`src/rtl/fft_pkg.sv`:
```
// -----------------------------------------------------------------------------
// fft_pkg
// Shared constants, FSM state type and butterfly address helpers for the
// 16-point radix-2 DIT butterfly scheduler.
//
// Contents:
//   FFT_N, FFT_LOG2N      transform size and number of stages
//   CPLX_W                width of one complex sample in the sample RAM
//   TW_W                  width of the twiddle index (k of W16^k, k = 0..7)
//   BF_PER_STAGE          butterflies issued per stage
//   state_t               scheduler FSM states
//   bf_span/bf_addr_a/bf_tw  per-(stage, k) address and twiddle generation
// -----------------------------------------------------------------------------
package fft_pkg;

  localparam int FFT_N        = 16;
  localparam int FFT_LOG2N    = 4;
  localparam int CPLX_W       = 64;
  localparam int TW_W         = 3;
  localparam int BF_PER_STAGE = FFT_N / 2;

  typedef enum logic [1:0] {
    IDLE  = 2'd0,
    ISSUE = 2'd1,
    DRAIN = 2'd2,
    FIN   = 2'd3
  } state_t;

  // Distance between the two inputs of a butterfly in stage stg (2^stg).
  function automatic logic [3:0] bf_span(input logic [1:0] stg);
    return 4'd1 << stg;
  endfunction

  // Top input index: 2*span*grp + pos with grp = k div span, pos = k mod span.
  // Since span is a power of two, the multiply and divide reduce to shifts
  // and the add to an OR (pos never overlaps the shifted group bits).
  function automatic logic [3:0] bf_addr_a(input logic [1:0] stg,
                                           input logic [2:0] k);
    logic [3:0] kk;
    logic [3:0] pos;
    logic [3:0] grp;
    kk  = {1'b0, k};
    pos = kk & (bf_span(stg) - 4'd1);
    grp = kk >> stg;
    return (grp << ({1'b0, stg} + 3'd1)) | pos;
  endfunction

  // Twiddle index pos * 2^(3-stg); stays within 0..7 for every stage.
  function automatic logic [TW_W-1:0] bf_tw(input logic [1:0] stg,
                                            input logic [2:0] k);
    logic [2:0] pos;
    pos = k & 3'(bf_span(stg) - 4'd1);
    return pos << (2'd3 - stg);
  endfunction

endpackage

```
`src/rtl/fft_delay_line.sv`:
```
// -----------------------------------------------------------------------------
// fft_delay_line
// Fixed-depth shift register that replays the read-side butterfly descriptor
// ({valid, addr_a, addr_b}) as the write-side descriptor DEPTH cycles later,
// matching the latency of the external butterfly datapath.
//
// Ports:
//   clk    in   clock
//   rst_n  in   asynchronous active-low reset, empties every stage
//   clear  in   synchronous clear, empties every stage on the next edge
//   din    in   descriptor entering the line this cycle
//   dout   out  descriptor that entered DEPTH cycles ago
// -----------------------------------------------------------------------------
module fft_delay_line #(
  parameter int DEPTH = 4,
  parameter int WIDTH = 9
) (
  input  logic             clk,
  input  logic             rst_n,
  input  logic             clear,
  input  logic [WIDTH-1:0] din,
  output logic [WIDTH-1:0] dout
);

  logic [WIDTH-1:0] pipe_q [DEPTH];

  always_ff @(posedge clk or negedge rst_n) begin
    if (!rst_n) begin
      for (int i = 0; i < DEPTH; i++) pipe_q[i] <= '0;
    end else if (clear) begin
      // Clearing also drops the descriptor presented this cycle, so a
      // cancelled run can never produce a late write.
      for (int i = 0; i < DEPTH; i++) pipe_q[i] <= '0;
    end else begin
      pipe_q[0] <= din;
      for (int i = 1; i < DEPTH; i++) pipe_q[i] <= pipe_q[i-1];
    end
  end

  assign dout = pipe_q[DEPTH-1];

endmodule

```
`src/rtl/fft16_bf_sched.sv`:
```
// -----------------------------------------------------------------------------
// fft16_bf_sched
// Address/control sequencer for an in-place 16-point radix-2 DIT FFT over a
// bit-reversed sample RAM, sharing one pipelined butterfly unit. It contains
// no arithmetic datapath: it issues 8 butterflies per stage, waits BF_LAT
// cycles for the last results to land, and moves on through 4 stages.
//
// Parameter:
//   BF_LAT     latency of the butterfly datapath in cycles, legal 1..8
//
// Ports:
//   clk        in   rising-edge clock
//   rst_n      in   asynchronous active-low reset
//   start      in   one-cycle request to run an FFT (honoured in IDLE only)
//   abort      in   synchronous cancel of the current run
//   busy       out  high in ISSUE and DRAIN
//   done       out  one-cycle pulse (FIN) after the last stage-3 write
//   bf_valid   out  a butterfly is issued this cycle
//   rd_addr_a  out  RAM index of butterfly top input
//   rd_addr_b  out  RAM index of butterfly bottom input
//   tw_idx     out  twiddle index k of W16^k
//   wr_en      out  write both butterfly results this cycle
//   wr_addr_a  out  RAM index for top result (sum)
//   wr_addr_b  out  RAM index for bottom result (difference)
//   stage      out  current stage 0..3, 0 in IDLE
//
// Handshake: bf_valid and wr_en are pure valid qualifiers with no ready; the
// butterfly unit and RAM must accept every qualified cycle. Address and
// twiddle outputs read 0 whenever their qualifier is low.
// -----------------------------------------------------------------------------
module fft16_bf_sched
  import fft_pkg::*;
#(
  parameter int BF_LAT = 4
) (
  input  logic       clk,
  input  logic       rst_n,
  input  logic       start,
  input  logic       abort,
  output logic       busy,
  output logic       done,
  output logic       bf_valid,
  output logic [3:0] rd_addr_a,
  output logic [3:0] rd_addr_b,
  output logic [2:0] tw_idx,
  output logic       wr_en,
  output logic [3:0] wr_addr_a,
  output logic [3:0] wr_addr_b,
  output logic [1:0] stage
);

  localparam logic [2:0] K_LAST     = 3'(BF_PER_STAGE - 1);
  localparam logic [2:0] DRAIN_LAST = 3'(BF_LAT - 1);
  localparam logic [1:0] STAGE_LAST = 2'(FFT_LOG2N - 1);

  state_t     state_q, state_d;
  logic [1:0] stage_q, stage_d;
  logic [2:0] k_q, k_d;
  logic [2:0] cnt_q, cnt_d;
  logic       dl_clear;
  logic [8:0] dl_in;
  logic [8:0] dl_out;

  // ---------------------------------------------------------------------------
  // State register
  // ---------------------------------------------------------------------------
  always_ff @(posedge clk or negedge rst_n) begin
    if (!rst_n) begin
      state_q <= IDLE;
      stage_q <= 2'd0;
      k_q     <= 3'd0;
      cnt_q   <= 3'd0;
    end else begin
      state_q <= state_d;
      stage_q <= stage_d;
      k_q     <= k_d;
      cnt_q   <= cnt_d;
    end
  end

  // ---------------------------------------------------------------------------
  // Next state and FSM outputs
  // ---------------------------------------------------------------------------
  always_comb begin
    state_d  = state_q;
    stage_d  = stage_q;
    k_d      = k_q;
    cnt_d    = cnt_q;
    dl_clear = 1'b0;
    busy     = 1'b0;
    done     = 1'b0;
    bf_valid = 1'b0;

    case (state_q)
      IDLE: begin
        if (start && !abort) begin
          state_d = ISSUE;
          stage_d = 2'd0;
          k_d     = 3'd0;
        end
      end

      ISSUE: begin
        busy     = 1'b1;
        bf_valid = 1'b1;
        if (k_q == K_LAST) begin
          state_d = DRAIN;
          k_d     = 3'd0;
          cnt_d   = 3'd0;
        end else begin
          k_d = k_q + 3'd1;
        end
      end

      // Hold off the next stage until the last butterfly of this stage has
      // been written back; with exactly BF_LAT drain cycles the next stage's
      // first read lands one cycle after that write.
      DRAIN: begin
        busy = 1'b1;
        if (cnt_q == DRAIN_LAST) begin
          cnt_d = 3'd0;
          if (stage_q == STAGE_LAST) begin
            state_d = FIN;
          end else begin
            state_d = ISSUE;
            stage_d = stage_q + 2'd1;
          end
        end else begin
          cnt_d = cnt_q + 3'd1;
        end
      end

      FIN: begin
        done    = 1'b1;
        state_d = IDLE;
        stage_d = 2'd0;
      end

      default: begin
        state_d = IDLE;
        stage_d = 2'd0;
      end
    endcase

    // Abort overrides every transition above and flushes in-flight writes.
    if (abort && (state_q != IDLE)) begin
      state_d  = IDLE;
      stage_d  = 2'd0;
      k_d      = 3'd0;
      cnt_d    = 3'd0;
      dl_clear = 1'b1;
    end
  end

  // ---------------------------------------------------------------------------
  // Read-side addressing, forced to 0 when no butterfly is issued
  // ---------------------------------------------------------------------------
  always_comb begin
    rd_addr_a = 4'd0;
    rd_addr_b = 4'd0;
    tw_idx    = 3'd0;
    if (bf_valid) begin
      rd_addr_a = bf_addr_a(stage_q, k_q);
      rd_addr_b = bf_addr_a(stage_q, k_q) + bf_span(stage_q);
      tw_idx    = bf_tw(stage_q, k_q);
    end
  end

  assign stage = stage_q;

  // ---------------------------------------------------------------------------
  // Write side: the read descriptor replayed BF_LAT cycles later
  // ---------------------------------------------------------------------------
  assign dl_in = {bf_valid, rd_addr_a, rd_addr_b};

  fft_delay_line #(
    .DEPTH (BF_LAT),
    .WIDTH (9)
  ) u_delay (
    .clk   (clk),
    .rst_n (rst_n),
    .clear (dl_clear),
    .din   (dl_in),
    .dout  (dl_out)
  );

  always_comb begin
    wr_en     = dl_out[8];
    wr_addr_a = 4'd0;
    wr_addr_b = 4'd0;
    if (dl_out[8]) begin
      wr_addr_a = dl_out[7:4];
      wr_addr_b = dl_out[3:0];
    end
  end

endmodule

```
`config.mk`:
```
export PLATFORM = sky130hd
export DESIGN_NAME = fft16_bf_sched
export DESIGN_NICKNAME = d
export VERILOG_FILES = /design/src/rtl/fft_pkg.sv /design/src/rtl/fft_delay_line.sv /design/src/rtl/fft16_bf_sched.sv
export SDC_FILE = /design/constraint.sdc
export NUM_CORES = 1
export LEC_CHECK = 0
export ABC_AREA = 1
export CAP_MARGIN = 10
export CORE_MARGIN = 4
export CORE_UTILIZATION = 40
export CTS_BUF_LIST = sky130_fd_sc_hd__clkbuf_4
export DETAILED_ROUTE_END_ITERATION = 8
export GPL_TIMING_DRIVEN = 0
export PLACE_DENSITY_LB_ADDON = 0.3
export SLEW_MARGIN = 20
export SYNTH_ARGS = -nofsm -noshare
export SYNTH_HDL_FRONTEND = slang
export SYNTH_SLANG_ARGS = --single-unit
export TNS_END_PERCENT = 20
```
`constraint.sdc`:
```
create_clock -name clk -period 3.6 [get_ports clk]
set_input_delay 0.72 -clock clk [delete_from_list [all_inputs] [get_ports clk]]
set_output_delay 0.72 -clock clk [all_outputs]
set_load 0.01 [all_outputs]
```
==> flow_summary.toml, run 1 <==
[outcome]
status = "finished, final reports clean"

[timing]
finalHoldViolCount = 0
max_freq_mhz = 291
tightest_slew_ps = 489
fin_skew_ps = 13.3
relSlewSlack_pct = 67.4
finalSetupTns_ps = 0
fin_crit_ps = 3440
slew_violations = 0
setup_violations = 0
grt_setup_unrepaired = "false"
fin_crit_sh_pct = 95.6

[route]
vias = 1691
wl_mm = 4.10
drc = 0
avgRoutedWirePerCell_um = 10.9
drt-pass1-iter-count = 4
viasPerCell = 4.51
drtIter0Drc = 89
drtAntennaViolNets = 0

[critical_path]
r2r_setup_slack_ps = 1400
worstSetupPathType = "reg2out"
slowest_delay_ps = 480
end_kind = "primary output"
cpMostUsedCell = "inv_1"
worstPathArrival_ps = 2720
critPathRequiredTime_ps = 2880
r2r_start = "stage[0]"
crit_slowest_cell = "dfrtp_2"
critPathLaunchType = "register"
r2r-end = "u_delay.pipe_q[29]"
crit_path_max_fanout = 6
reg2reg_depth = 10
crit_path_cell_trace = "buf_4 -> ha_4 -> nor2_4 -> a22oi_2 -> inv_1 -> ha_1 -> inv_1 -> fa_1 -> xor2_1 -> nor2_1 -> dlygate4sd2_1"

[clocking]
clkSlewWorstSetupHoldPaths_ps = 130
cts_buffers = 5
cts_root_buf = "clkbuf_4"
cts_tree = "built"
clock_latency_ps = 350
h-tree-depth = 2
cts_sinks = 46
cts_buffer_depth = 2

[yosys]
netlist-cell-type-count = 27
synth-seq-cells = 46
synth_nets = 280
synth.top_cell.area_share_pct = 51.2
synth-adder-area-share_pct = 9.24
synth.largest_area_cell = "dfrtp_1"
ys_seq_area_share_pct = 51.2
synthFlopType = "dfrtp_1"
synth.area.top_cells = "dfrtp_1 51%, inv_1 10%, ha_1 8.4%"
yosys_warnings = 0
syn_inst = 260
synthArstFlopShare_pct = 100
synth_edf_count = 0
syn_area_um2 = 2250
muxShareOfSynthArea_pct = 0
synth_top_family_by_area = "simple AND/OR/NAND/NOR gates"
avgSynthCellArea_um2 = 8.64
synthXorXnorAreaFrac_pct = 0.390
synth-simple-area-share_pct = 20.8
synth-compound-area-share_pct = 6.46

[floorplan]
die_h_um = 83.0
die_x_um = 83.0
dieArea_um2 = 6880
start_util_pct = 41.1
design.portCount = 29
core_area_um2 = 5470
num_rows = 27

[cells_and_area]
regArea_um2 = 1150
synthToLayoutAreaGrowth_pct = 24.4
fin_nets = 322
drive_gt1_share_pct = 15.2
fill_cells = 516
multi_input_area_um2 = 878
post-route-util_pct = 51.1
antenna_cells = 0

[global_routing]
grt_max_degree = 26
overflow = 0
antenna_found_initial = 0
grt_pass1_wl_mm = 6.78
grtUsageTotal_pct = 12.0
grt_pass1_vias = 1538

[place]
portBuffers = 28
place_congestion = 0.899
dp_hpwl_mm = 2.98

[min_path]
hold_class = "in2async"

[job]
cap_violations = 0

[pwr]
max-vdd-ir-drop_mv = 0.278
p_per_area_nw_per_um2 = 591
total_leakage_power_uw = 0.00145
area by class of cell:
class	instances	share of cell area, %
sequential	46	41.3
multi-input combinational	143	31.4
timing repair buffer	35	12.2
inverter	67	9.26
tap	72	3.22
clock buffer	5	1.34
clock inverter	3	0.761
buffer	4	0.582
cell families after synthesis:
family,after synthesis
AND/OR/NAND/NOR,105
buffers and inverters,71
flip-flops,46
AO/OA/AOI/OAI,21
adder cells (fa/ha/maj),16
XOR/XNOR,1
synth_stat cells (all sizes together), types with 2 or more instances:
cell type	number
a21boi	3
a21oi	2
clkbuf	3
dfrtp	46
ha	15
inv	67
nand2	39
nand3	14
nand4	2
nor2	46
nor3	3
o21ai	12
worst max-delay path by stage:
| stage | start | endpoint | slack, ps | cells after the start |
|---|---|---|---|---|
| after CTS | stage[0] | rd_addr_b[3] | -70 | 13 |
| after global routing | stage[0] | rd_addr_b[2] | 4 | 11 |
| after floorplan | stage[0] | rd_addr_b[2] | 600 | 10 |
| after detailed placement | stage[0] | rd_addr_b[2] | -130 | 11 |
| final | stage[0] | rd_addr_b[2] | 160 | 11 |
| after global placement | stage[0] | rd_addr_b[2] | -130 | 11 |
what timing repair did:
| action | 4_1_cts | 5_1_grt |
|---|---|---|
| resized for setup | 12 | 5 |
| hold buffers | 0 | 0 |
| buffers inserted | 4 | 2 |
| cloned | 0 | 0 |
| setup endpoints to repair | 4 | 2 |
| pin swaps | 3 | 3 |
power by group:
| group | internal, uW | leakage (uW) | total, uW | switching [uW] |
|---|---|---|---|---|
| sequential | 600 | 0.000630 | 656 | 56.1 |
| clock | 76.1 | 0.0000312 | 239 | 163 |
| combinational | 292 | 0.000792 | 758 | 466 |
| total | 968 | 0.00145 | 1650 | 684 |
metal layers:
metal	routed length [um]	vias up	track usage, %
li1	-	858	-
met1	1810	782	14.3
met2	2060	41	21.2
met3	167	10	2.88
met4	61	0	4.31
met5	0	-	0
through the flow:
step	total power (uW)	setup slack [ps]	instances	hold slack, ps	area, um^2
4_1_cts	1640	-69.9	373	306	2750
3_5_place_dp	1360	-130	361	457	2630
2_1_floorplan	1120	605	260	424	2250
6_report	1650	158	375	307	2800
5_1_grt	1780	3.79	375	322	2800
3_3_place_gp	1330	-130	360	450	2620
critical path, delay by kind of cell (launching register included):
kind / cells / cell delay [ps]
and+or+nand+nor: 2 / 200
xor gates and xnor gates: 1 / 190
adders and majority gates: 3 / 810
DFF: 1 / 480
buffers and inverters: 4 / 600
AOI/OAI and AO/OA: 1 / 90
state kept, by name (all words and copies together) (netlist names):
name / count
cnt_q: 3
k_q: 3
u_delay.dout: 9
u_delay.pipe_q: 27
stage: 2
state_q: 2
layout by cell type (no fill, tap or decap), types with 2 or more instances in the layout:
master	count
dfrtp_1	44
nor2_1	43
nand2_1	30
nand2_2	9
nor2_2	2
nand4_1	2
clkbuf_4	5
inv_2	4
nand3_1	12
nand3_2	2
dfrtp_2	2
a21boi_1	2
nor3_1	3
clkinv_4	2
ha_4	3
dlygate4sd2_1	2
buf_2	2
ha_1	12
o21ai_0	11
inv_1	61
clkbuf_1	3
clkdlybuf4s50_1	24
buf_4	6
(Power assumes the default switching activity.)
==> run 2: changes to the inputs <==
--- a/config.mk
+++ b/config.mk
@@ -9,7 +9,7 @@
 export CAP_MARGIN = 10
 export CORE_MARGIN = 4
 export CORE_UTILIZATION = 40
-export CTS_BUF_LIST = sky130_fd_sc_hd__clkbuf_4
+export CTS_BUF_LIST = sky130_fd_sc_hd__clkbuf_16
 export DETAILED_ROUTE_END_ITERATION = 8
 export GPL_TIMING_DRIVEN = 0
 export PLACE_DENSITY_LB_ADDON = 0.3
==> run 2 against run 1 <==
  * Flip-flop and latch count unchanged
  * Via count unchanged
  * Sequential power increased by 0.6%
  * Hold slack improved by 94 ps
  * Routed wire length increased by 1.2%
  * Combinational power increased by 1%
  * Critical path type unchanged
  * Largest cell class unchanged
==> flow_summary.toml, run 2 (same netlist as run 1, synthesis figures left out) <==
[outcome]
status = "finished, final reports clean"

[critical_path]
r2r_start = "stage[0]"
crit_path_max_fanout = 7
slowest_delay_ps = 540
crit_start = "stage[0]"
cpMostUsedCell = "inv_1"
critPathBufInv = 4
r2r_setup_slack_ps = 1400
worstPathArrival_ps = 2860
crit_path_cell_trace = "clkinv_4 -> ha_4 -> nor2_4 -> a22oi_2 -> inv_1 -> ha_1 -> inv_1 -> fa_1 -> nor2_1 -> clkdlybuf4s50_1"
reg2reg_depth = 10
critPathLaunchType = "register"
end_kind = "primary output"
crit_cells = 10
critPathRequiredTime_ps = 2880
critPathTopFamily = "adder cells"
worstSetupPathType = "reg2out"
crit_slowest_cell = "clkdlybuf4s50_1"

[pwr]
p_per_area_nw_per_um2 = 646
p_clk_share_pct = 23.5
swShare_pct = 37.7
total_leakage_power_uw = 0.00149
max-vdd-ir-drop_mv = 0.279
combPwrFrac_pct = 41.1
seq_power_share_pct = 35.3
power.internal_uw = 1160
p_sw_uw = 705

[timing]
tightest_slew_ps = 497
finalSetupTns_ps = 0
relSlewSlack_pct = 66.8
setup_ws_ps = 22.5
finalHoldViolCount = 0
max_freq_mhz = 280
fin_crit_ps = 3580
slew_violations = 0
setup_violations = 0
fin_skew_ps = 5.60
fin_crit_sh_pct = 99.4
grt_setup_unrepaired = "true"

[floorplan]
die_h_um = 83.0
num_rows = 27
start_util_pct = 41.1
die_x_um = 83.0
dieArea_um2 = 6880
design.portCount = 29
core_area_um2 = 5470

[route]
drt-pass1-iter-count = 4
drtAntennaViolNets = 0
wl_mm = 4.15
avgRoutedWirePerCell_um = 11.0
wl_met2_mm = 2.14
vias = 1691
wl_met1_mm = 1.79
viasPerCell = 4.49
wl_met3_um = 203
drc = 0
drtIter0Drc = 64
top_layer = "met4"

[global_routing]
grtUsageTotal_pct = 12.3
overflow = 0
grt_max_degree = 26
grt_pass1_vias = 1542
grt_pass1_wl_mm = 6.86
antenna_found_initial = 0

[min_path]
hold_class = "in2async"

[place]
dpl.cell_count = 361
place_congestion = 0.899
dp_hpwl_mm = 2.98
portBuffers = 28
dp_slack_ps = -130

[clocking]
holdBufCountCts = 0
cts_buffer_depth = 2
h-tree-depth = 2
clkSlewWorstSetupHoldPaths_ps = 60
clock_latency_ps = 280
cts_tree = "built"
cts_sinks = 46
cts_root_buf = "clkbuf_16"
cts_buffers = 5

[cells_and_area]
regArea_um2 = 1150
drive_gt1_share_pct = 15.7
antenna_cells = 0
layout_commonest_cell = "inv_1"
multi_input_area_um2 = 868
synthToLayoutAreaGrowth_pct = 28.6
largest_register_ffs = 27
instances_no_fill = 377
regMostFlops = "u_delay.pipe_q"
post-route-util_pct = 52.8
final_cell_mix = "61 x inv_1, 44 x dfrtp_1, 43 x nor2_1"
fin_nets = 324
fill_cells = 505

[job]
cap_violations = 0
[run 2: worst register-to-register path: stages (launching register included)]
cell and delay, ps:
dfrtp_2 470, clkinv_4 110, ha_4 280, nor2_4 120
a22oi_2 90, inv_1 80, ha_1 180, inv_1 70
fa_1 430, xor2_1 210, nor2_1 60
[run 2: worst paths after layout]
| check | endpoint |
|---|---|
| worst max register to register | u_delay.pipe_q[29] |
| worst max-delay path | rd_addr_b[1] |
| worst min-delay path | u_delay.pipe_q[12] |
| min in group clk | u_delay.pipe_q[10] |
| max in group asynchronous | stage[1] |
| worst min register to register | u_delay.pipe_q[10] |
[run 2: area by class of cell]
class / count / area share [%]
Buffer: 4 / 0.563
Clock buffer: 5 / 4.33
Clock inverter: 3 / 0.736
Inverter: 67 / 8.96
Multi-Input combinational cell: 143 / 30.0
Sequential cell: 46 / 39.9
Tap cell: 72 / 3.12
Timing Repair Buffer: 37 / 12.3
[run 2: what timing repair did]
action / CTS / global route
buffers inserted: 4 / 4
setup endpoints to repair: 3 / 2
hold endpoints to repair: 0 / 0
resized for setup: 11 / 4
pin swaps: 2 / 3
[run 2: power groups by stage]
| stage | clock network, uW | registers (uW) | logic, uW |
|---|---|---|---|
| floorplan | 0 | 656 | 464 |
| global placement | 0 | 663 | 672 |
| detailed placement | 0 | 667 | 694 |
| CTS | 451 | 659 | 739 |
| global route | 476 | 669 | 851 |
| finish | 440 | 660 | 768 |
[run 2: per-layer routing]
| metal | GRT usage [%] | up-vias |
|---|---|---|
| met1 | 14.4 | 795 |
| met4 | 3.86 | 0 |
| met2 | 21.6 | 35 |
| met3 | 3.47 | 2 |
| met5 | 0 | - |
| li1 | - | 859 |
[run 2: per-stage QoR]
stage	cell area, um^2	hold slack [ps]	power, uW
detailed placement	2630	457	1360
finish	2890	400	1870
floorplan	2250	424	1120
CTS	2840	411	1850
global route	2890	434	2000
global placement	2620	450	1330
==> run 3: changes to the inputs <==
--- a/config.mk
+++ b/config.mk
@@ -8,10 +8,11 @@
 export ABC_AREA = 1
 export CAP_MARGIN = 10
 export CORE_MARGIN = 4
-export CORE_UTILIZATION = 40
+export CORE_UTILIZATION = 54
 export CTS_BUF_LIST = sky130_fd_sc_hd__clkbuf_16
 export DETAILED_ROUTE_END_ITERATION = 8
 export GPL_TIMING_DRIVEN = 0
+export HOLD_SLACK_MARGIN = 0.12
 export PLACE_DENSITY_LB_ADDON = 0.3
 export SLEW_MARGIN = 20
 export SYNTH_ARGS = -nofsm -noshare
==> run 3 against run 2 <==
  * Utilization is 18 points higher
  * Critical path depth increased by 2
  * Clock power hardly changed
  * Setup slack gained 1.9 ps
  * Sequential share of layout area up 0.92 points
  * Combinational power is 3.4% lower
  * Cell area is 2.3% lower
==> flow_summary.toml, run 3 (same netlist as run 1, synthesis figures left out) <==
[timing]
fin_crit_ps = 3580
fin_skew_ps = 3.14
max_freq_mhz = 280
slew_violations = 0
finalHoldViolCount = 0
tightest_slew_ps = 415
setup_ws_ps = 24.5
grt_setup_unrepaired = "true"
whs_ps = 319
fin_crit_sh_pct = 99.3
relSlewSlack_pct = 72.3
setup_violations = 0

[clocking]
cts_buffers = 5
cts_tree = "built"
holdBufCountCts = 0
cts_sinks = 46
clock_latency_ps = 280
clkSlewWorstSetupHoldPaths_ps = 60
cts_buffer_depth = 2
cts_root_buf = "clkbuf_16"
h-tree-depth = 2

[min_path]
hold_class = "in2async"

[route]
drtAntennaViolNets = 0
viasPerCell = 4.86
drt-pass1-iter-count = 4
avgRoutedWirePerCell_um = 11.7
drc = 0
vias = 1709
wl_mm = 4.12
drtIter0Drc = 121

[cells_and_area]
final_cell_mix = "61 x inv_1, 44 x dfrtp_1, 43 x nor2_1"
regMostFlops = "u_delay.pipe_q"
fill_cells = 309
layout_commonest_cell = "inv_1"
drive_gt1_share_pct = 14.6
largest_register_ffs = 27
synthToLayoutAreaGrowth_pct = 25.7
fin_nets = 321
antenna_cells = 0
instances_no_fill = 352

[place]
dpl.cell_count = 339
portBuffers = 28
dp_hpwl_mm = 3.08
dp_slack_ps = -88.9
place_congestion = 0.936

[critical_path]
crit_path_cell_trace = "inv_4 -> ha_4 -> inv_1 -> o311ai_4 -> ha_1 -> a21boi_0 -> nor2_1 -> inv_1 -> nand2_2 -> nand3_2 -> inv_1 -> clkdlybuf4s50_1"
cpMostUsedCell = "inv_1"
worstPathArrival_ps = 2860
crit_slowest_cell = "clkdlybuf4s50_1"
crit_path_max_fanout = 7
critPathRequiredTime_ps = 2880
slowest_delay_ps = 520
end_kind = "primary output"
worstSetupPathType = "reg2out"
critPathLaunchType = "register"

[floorplan]
core_area_um2 = 4000
dieArea_um2 = 5260
die_x_um = 72.5
start_util_pct = 56.2
design.portCount = 29
die_h_um = 72.5
num_rows = 23

[pwr]
p_sw_uw = 696
swShare_pct = 37.9
p_clk_share_pct = 24.0
total_leakage_power_uw = 0.00148
p_per_area_nw_per_um2 = 651
power.internal_uw = 1140
combPwrFrac_pct = 40.4
max-vdd-ir-drop_mv = 0.372
seq_power_share_pct = 35.7

[global_routing]
globalRouteMet1Util_pct = 19.4
use_met3_pct = 3.88
met2_usage_pct = 32.3
grtUsageTotal_pct = 17.6
grt_pass1_vias = 1666
overflow = 0
grt_busiest_layer = "met2"
antenna_found_initial = 0
grt_max_degree = 35
grt_pass1_wl_mm = 7.17

[outcome]
status = "finished, final reports clean"

[job]
cap_violations = 0
run 3: per-layer routing:
layer / up-vias / share of wire (%) / routed length, um
met5: - / 0 / 0
met4: 0 / 2.6 / 108
met3: 11 / 4.5 / 184
met2: 46 / 53 / 2170
met1: 795 / 40 / 1650
li1: 857 / - / -
run 3: metrics by stage:
step | total power, uW | TNS [ps] | util (%) | instance area, um^2
floorplan | 1120 | 0 | - | 2250
global placement | 1330 | -36.2 | 64.7 | 2590
detailed placement | 1360 | -195 | 65.1 | 2610
CTS | 1830 | -156 | 69.9 | 2800
global route | 1970 | -117 | 70.6 | 2830
finish | 1840 | 0 | 70.6 | 2830
run 3: final timing paths:
kind                                     from                  to  slack, ps  cells after the start
min in group clk           u_delay.pipe_q[29]  u_delay.pipe_q[20]        470                      2
max in group asynchronous               rst_n            stage[0]       2800                      2
max reg2reg                          stage[0]  u_delay.pipe_q[30]       1440                     10
min                                     rst_n     u_delay.dout[1]        320                      1
min reg2reg                u_delay.pipe_q[29]  u_delay.pipe_q[20]        470                      2
max                                  stage[0]        rd_addr_b[3]         20                     12
run 3: repair_timing:
action / 4_1_cts / 5_1_grt
buffers inserted: 4 / 1
endpoints found under the setup margin: 3 / 2
pin swaps: 1 / 1
hold endpoints to repair: 0 / 0
resized for setup: 8 / 4
run 3: worst max-delay path, delay by kind of cell (launching register included):
kind / cells / cell delay, ps
adders and majority gates: 2 / 600
AOI/OAI and AO/OA: 2 / 410
buffers and inverters: 5 / 830
DFF: 1 / 430
and+or+nand+nor: 3 / 290
run 3: layout make-up:
class / instances / area, um^2 / share of cell area, %
Sequential cell: 46 / 1150 / 40.8
Multi-Input combinational cell: 143 / 856 / 30.3
Timing Repair Buffer: 34 / 334 / 11.8
Inverter: 67 / 256 / 9.08
Clock buffer: 5 / 125 / 4.43
Tap cell: 50 / 62.6 / 2.21
Clock inverter: 3 / 21.3 / 0.753
Buffer: 4 / 16.3 / 0.576
run 3: power by group through the flow:
stage | Combinational (uW) | Clock [uW] | Sequential (uW)
after global routing | 830 | 473 | 665
after floorplan | 464 | 0 | 656
after detailed placement | 690 | 0 | 665
final | 742 | 441 | 656
after global placement | 667 | 0 | 662
after CTS | 725 | 451 | 655
